--- src/rtl/array_check_scheduler_pkg.sv ---
// Shared constants for the array-check scheduler: one-hot state encoding and
// parameter defaults.
package array_check_scheduler_pkg;

    localparam int S_IDLE  = 0;
    localparam int S_CLEAR = 1;
    localparam int S_START = 2;
    localparam int S_WAIT  = 3;
    localparam int S_RESP  = 4;
    localparam int NUM_STATES = 5;

    localparam int NUM_REQ_MAX     = 4;
    localparam int TIMEOUT_DEFAULT = 1024;

    // Each state value sets exactly the bit named by its S_* index.
    typedef enum logic [NUM_STATES-1:0] {
        ST_IDLE  = 5'b00001,
        ST_CLEAR = 5'b00010,
        ST_START = 5'b00100,
        ST_WAIT  = 5'b01000,
        ST_RESP  = 5'b10000
    } state_t;

    function automatic int index_width(input int n);
        return (n > 1) ? $clog2(n) : 1;
    endfunction

endpackage

--- src/rtl/array_check_scheduler_rr_arbiter.sv ---
// Combinational round-robin pick: first requester at or after the pointer,
// wrapping modulo NUM_REQ.
module rr_arbiter
    import array_check_scheduler_pkg::*;
#(
    parameter int NUM_REQ = 2,
    parameter int IDX_W   = index_width(NUM_REQ)
) (
    input  logic [NUM_REQ-1:0] req,
    input  logic [IDX_W-1:0]   pointer,
    output logic [NUM_REQ-1:0] winner,
    output logic [IDX_W-1:0]   winner_index
);

    logic [IDX_W-1:0]   rot_idx [NUM_REQ];
    logic [NUM_REQ-1:0] rot_req;
    logic               found;

    genvar gi;
    generate
        for (gi = 0; gi < NUM_REQ; gi++) begin : g_rotate
            assign rot_idx[gi] = IDX_W'((int'(pointer) + gi) % NUM_REQ);
            assign rot_req[gi] = req[rot_idx[gi]];
        end
    endgenerate

    // Offset 0 is the pointer itself, so it has the highest priority.
    always_comb begin
        found        = 1'b0;
        winner_index = '0;
        for (int k = 0; k < NUM_REQ; k++) begin
            if (!found && rot_req[k]) begin
                found        = 1'b1;
                winner_index = rot_idx[k];
            end
        end
    end

    generate
        for (gi = 0; gi < NUM_REQ; gi++) begin : g_onehot
            assign winner[gi] = found && (winner_index == IDX_W'(gi));
        end
    endgenerate

endmodule

--- src/rtl/array_check_scheduler.sv ---
// Shares one array-sort-check datapath between NUM_REQ requesters: arbitrate,
// reset the datapath, start it, wait for done or timeout, return the result.
module array_check_scheduler
    import array_check_scheduler_pkg::*;
#(
    parameter int NUM_REQ = 2,
    parameter int ADDR_W  = 32,
    parameter int LEN_W   = 32,
    parameter int TIMEOUT = TIMEOUT_DEFAULT
) (
    input  logic                        clock,
    input  logic                        reset,
    input  logic [NUM_REQ-1:0]          req,
    input  logic [NUM_REQ*ADDR_W-1:0]   req_base,
    input  logic [NUM_REQ*LEN_W-1:0]    req_len,
    output logic [NUM_REQ-1:0]          grant,
    output logic [NUM_REQ-1:0]          resp_valid,
    output logic                        resp_sorted,
    output logic                        resp_error,
    output logic                        busy,
    output logic                        dp_reset,
    output logic                        dp_go,
    output logic [ADDR_W-1:0]           dp_base,
    output logic [LEN_W-1:0]            dp_length,
    input  logic                        dp_done,
    input  logic                        dp_sorted
);

    localparam int IDX_W = index_width(NUM_REQ);
    localparam int CNT_W = $clog2(TIMEOUT);
    localparam logic [CNT_W-1:0] CNT_LAST = CNT_W'(TIMEOUT - 1);
    localparam logic [IDX_W-1:0] IDX_LAST = IDX_W'(NUM_REQ - 1);

    state_t             state_reg;
    logic [NUM_REQ-1:0] winner_reg;
    logic [IDX_W-1:0]   ptr_reg;
    logic [CNT_W-1:0]   cnt_reg;
    logic               sorted_reg;
    logic               error_reg;
    logic [ADDR_W-1:0]  base_reg;
    logic [LEN_W-1:0]   len_reg;

    logic [NUM_REQ-1:0] arb_winner;
    logic [IDX_W-1:0]   arb_index;
    logic [ADDR_W-1:0]  base_slice [NUM_REQ];
    logic [LEN_W-1:0]   len_slice  [NUM_REQ];

    genvar gi;
    generate
        for (gi = 0; gi < NUM_REQ; gi++) begin : g_slice
            assign base_slice[gi] = req_base[gi*ADDR_W +: ADDR_W];
            assign len_slice[gi]  = req_len[gi*LEN_W +: LEN_W];
        end
    endgenerate

    rr_arbiter #(
        .NUM_REQ (NUM_REQ),
        .IDX_W   (IDX_W)
    ) u_arbiter (
        .req          (req),
        .pointer      (ptr_reg),
        .winner       (arb_winner),
        .winner_index (arb_index)
    );

    always_ff @(posedge clock or posedge reset) begin
        if (reset) begin
            state_reg  <= ST_IDLE;
            winner_reg <= '0;
            ptr_reg    <= '0;
            cnt_reg    <= '0;
            sorted_reg <= 1'b0;
            error_reg  <= 1'b0;
            base_reg   <= '0;
            len_reg    <= '0;
        end else begin
            case (state_reg)
                ST_IDLE: begin
                    if (|req) begin
                        winner_reg <= arb_winner;
                        base_reg   <= base_slice[arb_index];
                        len_reg    <= len_slice[arb_index];
                        ptr_reg    <= (arb_index == IDX_LAST) ? '0 : arb_index + IDX_W'(1);
                        state_reg  <= ST_CLEAR;
                    end
                end
                ST_CLEAR: begin
                    state_reg <= ST_START;
                end
                ST_START: begin
                    cnt_reg   <= '0;
                    state_reg <= ST_WAIT;
                end
                ST_WAIT: begin
                    // Done is checked first so it wins a same-cycle timeout.
                    if (dp_done) begin
                        sorted_reg <= dp_sorted;
                        error_reg  <= 1'b0;
                        state_reg  <= ST_RESP;
                    end else if (cnt_reg == CNT_LAST) begin
                        sorted_reg <= 1'b0;
                        error_reg  <= 1'b1;
                        state_reg  <= ST_RESP;
                    end else begin
                        cnt_reg <= cnt_reg + CNT_W'(1);
                    end
                end
                ST_RESP: begin
                    state_reg <= ST_IDLE;
                end
                default: begin
                    state_reg <= ST_IDLE;
                end
            endcase
        end
    end

    // Moore outputs decoded straight from the state and job flops.
    assign busy        = !state_reg[S_IDLE];
    assign grant       = state_reg[S_IDLE] ? '0 : winner_reg;
    assign resp_valid  = state_reg[S_RESP] ? winner_reg : '0;
    assign resp_sorted = sorted_reg;
    assign resp_error  = error_reg;
    assign dp_go       = state_reg[S_START];
    // The datapath's terminal states only exit on reset, so it follows ours too.
    assign dp_reset    = reset | state_reg[S_CLEAR];
    assign dp_base     = base_reg;
    assign dp_length   = len_reg;

endmodule
--- config.mk ---
export PLATFORM = sky130hd
export DESIGN_NAME = array_check_scheduler
export DESIGN_NICKNAME = d
export VERILOG_FILES = /design/src/rtl/array_check_scheduler_pkg.sv /design/src/rtl/array_check_scheduler_rr_arbiter.sv /design/src/rtl/array_check_scheduler.sv
export SDC_FILE = /design/constraint.sdc
export NUM_CORES = 1
export LEC_CHECK = 0
export ABC_AREA = 1
export CELL_PAD_IN_SITES_DETAIL_PLACEMENT = 1
export CELL_PAD_IN_SITES_GLOBAL_PLACEMENT = 2
export CORE_MARGIN = 2
export CORE_UTILIZATION = 23
export DETAILED_ROUTE_END_ITERATION = 8
export PLACE_DENSITY = 0.92
export REMOVE_ABC_BUFFERS = 1
export SYNTH_ARGS = -nofsm -noshare
export SYNTH_HDL_FRONTEND = slang
export SYNTH_SLANG_ARGS = --single-unit
export TNS_END_PERCENT = 30
--- constraint.sdc ---
create_clock -name clock -period 8 [get_ports clock]
set_input_delay 2 -clock clock [delete_from_list [all_inputs] [get_ports clock]]
set_output_delay 2 -clock clock [all_outputs]
set_load 0.005 [all_outputs]
==> impl_metrics.tcl <==
set metrics [dict create \
    outcome "finished, final reports clean" \
    num_vias 4172 \
    fin_crit_ns 5.143 \
    place.detailed.hpwl_mm 9.921 \
    p_switching_mw 0.6876 \
    die_x_um 139.2 \
    seqCellArea_mm2 0.002103 \
    synth-simple-area-share_pct 21.15 \
    synthAdderAreaFrac_pct 0.2975 \
    tns_ns 0 \
    rr_startpoint "state_reg[2]" \
    fin_skew_ns 0.006002 \
    setup_violations 0 \
    io_pins 207 \
    synth_top_family_by_area "simple AND/OR/NAND/NOR gates" \
    numClockSinks 84 \
    power.leakage_nw 3.084 \
    yosys_register_bits 84 \
    clkTransAtPathRegs_ns 0.06 \
    grt_max_degree 95 \
    h-tree-depth 3 \
    ys_types 23 \
    clock_latency_ns 0.33 \
    synth_enable_flop_cells 0 \
    vdd_drop_max_uv 117.9 \
    initial_core_util_pct 23.41 \
    io_buffers 206 \
    syn_area_mm2 0.004205 \
    ys_async_sr_fraction_pct 100.0 \
    required_ns 6.00 \
    row_count 49 \
    antenna_left 0 \
    worst_slew_pin_slew_ns 0.9283 \
    p_per_area_mw_per_mm2 299.9 \
    worstPathArrival_ns 3.14 \
    drt_first_pass_iters 4 \
    switching_share_pct 34.10 \
    internal_power_mw 1.329 \
    design.die.area_mm2 0.01938 \
    synth.yosys.seq_area_share_pct 50.01 \
    endpoint "dp_reset" \
    start_kind "input pin" \
    synth_cells 563 \
    clockRootBuffer "clkbuf_16" \
    drtIter0Drc 107 \
    drive_gt1_share_pct 3.567 \
    grt_usage_pct 13.92 \
    slew_headroom_pct 37.96 \
    cts_resized 0 \
    synth.area.top_cells "dfrtp_1, nand2_1, o21ai_0, inv_1, nor2_1" \
    crit_slowest_cell "clkdlybuf4s50_1" \
    fill_cells 2158 \
    synth_largest_area_cell "dfrtp_1" \
    rrSetupSlack_ns 5.69 \
    fin_ws_ns 2.857 \
    floorplan.core_area_mm2 0.01796 \
    period_share_pct 64.29 \
    grt.overflow.total 0 \
    clock_power_share_pct 20.7 \
    yosysWarnings 0 \
    die_h_um 139.2 \
    grt_pass1_vias 4203 \
    crit_top_cell "clkdlybuf4s50_1" \
    power_frac_comb_pct 44.6 \
    crit_start "reset" \
    cts_buffers 9 \
    rr_worst_depth 6 \
    slowest_delay_ns 0.49 \
    syn_to_final_growth_pct 59.89 \
    p_seq_share_pct 34.7 \
    post-synth-top-area-fraction_pct 49.39 \
    synth_area_per_cell_um2 7.469 \
    synth-main-ff-cell "dfrtp_1" \
    synth_xor_area_share_pct 0.2083 \
    drv_cap 0 \
    synth-compound-area-share_pct 16.54 \
    hold_viol 0 \
    place_ws_ns 2.837 \
    grt_first_pass_wirelength_mm 21.68 \
    worstPathCellList "clkdlybuf4s50_1, clkinv_2, nand2_1, clkdlybuf4s50_1" \
    diodes 0 \
    viasPerCell 4.231 \
    r2r_end "winner_reg[1]" \
    cts_tree "done" \
    synthMuxAreaShare_pct 0 \
    hold_buffers 0 \
    critPathMaxFanout 2 \
    multi_input_area_mm2 0.001614 \
    hp-class "reg -> reg" \
    wl_mm 13.19 \
    slew_violations 0 \
    avgRoutedWirePerCell_um 13.38 \
    path_class "in -> out" \
    cts_setup_buffers 0 \
    max_freq_ghz 0.1944 \
    rsz0062_at_grt "no" \
    final_nets 888 \
    critPathCaptureType "output pin" \
    gp_congestion 0.7567 \
    cts_buffer_depth 2 \
    antenna_found_initial 0 \
    post-route-drc-count 0 \
]
cell usage after synthesis (all sizes together), types with 4 or more instances:
cell type,count
buf,24
nor2,88
o21ai,67
nand4,4
clkbuf,7
nand3,15
a21oi,66
dfrtp,83
inv,86
nand2,116
how the worst min path moves through the flow:
stage	from	endpoint	depth (start not counted)
2_1_floorplan	resp_sorted	resp_sorted	2
5_1_grt	resp_sorted	resp_sorted	2
4_1_cts	resp_sorted	resp_sorted	2
6_report	resp_sorted	resp_sorted	2
3_5_place_dp	resp_sorted	resp_sorted	2
3_3_place_gp	resp_sorted	resp_sorted	2
cells in the final DEF (no fill, tap or decap), types with 2 or more instances in the layout:
cell / instances
nor2_1: 86
buf_4: 3
inv_1: 85
nand2_1: 115
a21oi_1: 64
dfrtp_1: 83
clkinv_2: 4
clkbuf_16: 9
a21oi_2: 2
o21ai_0: 67
nand3_1: 15
nand4_1: 3
clkdlybuf4s50_1: 206
power groups by stage:
stage / clock, mW / sequential, mW / combinational (mW)
2_1_floorplan: 0 / 0.712 / 0.369
3_3_place_gp: 0 / 0.699 / 0.895
3_5_place_dp: 0 / 0.709 / 0.918
4_1_cts: 0.439 / 0.705 / 0.920
5_1_grt: 0.452 / 0.726 / 1.01
6_report: 0.417 / 0.700 / 0.900
metal layers:
layer | global-route usage (%) | routed length [µm]
met1 | 16.24 | 5402
met2 | 23.93 | 6584
met3 | 5.058 | 1060
met4 | 4.306 | 146
met5 | 0 | 0
cells by family after synthesis:
| logic type | Yosys count |
|---|---|
| AND/OR/NAND/NOR | 224 |
| AO/OA/AOI/OAI | 136 |
| XOR/XNOR | 1 |
| buffers and inverters | 117 |
| adder cells (fa/ha/maj) | 1 |
| flip-flops | 84 |
worst max-delay path, delay by kind of cell:
kind / cells / cell delay, ns
buf+inv: 3 / 1.05
simple gates: 1 / 0.09
metrics by stage:
stage	hold WS, ns	total power [mW]	instances	area [µm²]	util (%)
detailed placement	0.4685	1.627	971	6432	35.81
floorplan	0.4654	1.081	532	4033	-
finish	0.4781	2.017	986	6724	37.43
global route	0.5108	2.187	986	6724	37.43
global placement	0.4565	1.594	971	6432	35.81
CTS	0.4843	2.064	986	6724	37.43
cell type report:
class / count / share of cell area [%]
timing repair buffer: 210 / 31.30
sequential: 84 / 31.28
multi-input combinational: 362 / 24.00
inverter: 86 / 4.820
tap: 229 / 4.261
clock buffer: 10 / 3.554
clock inverter: 5 / 0.7815
(Power assumes the default switching activity.)
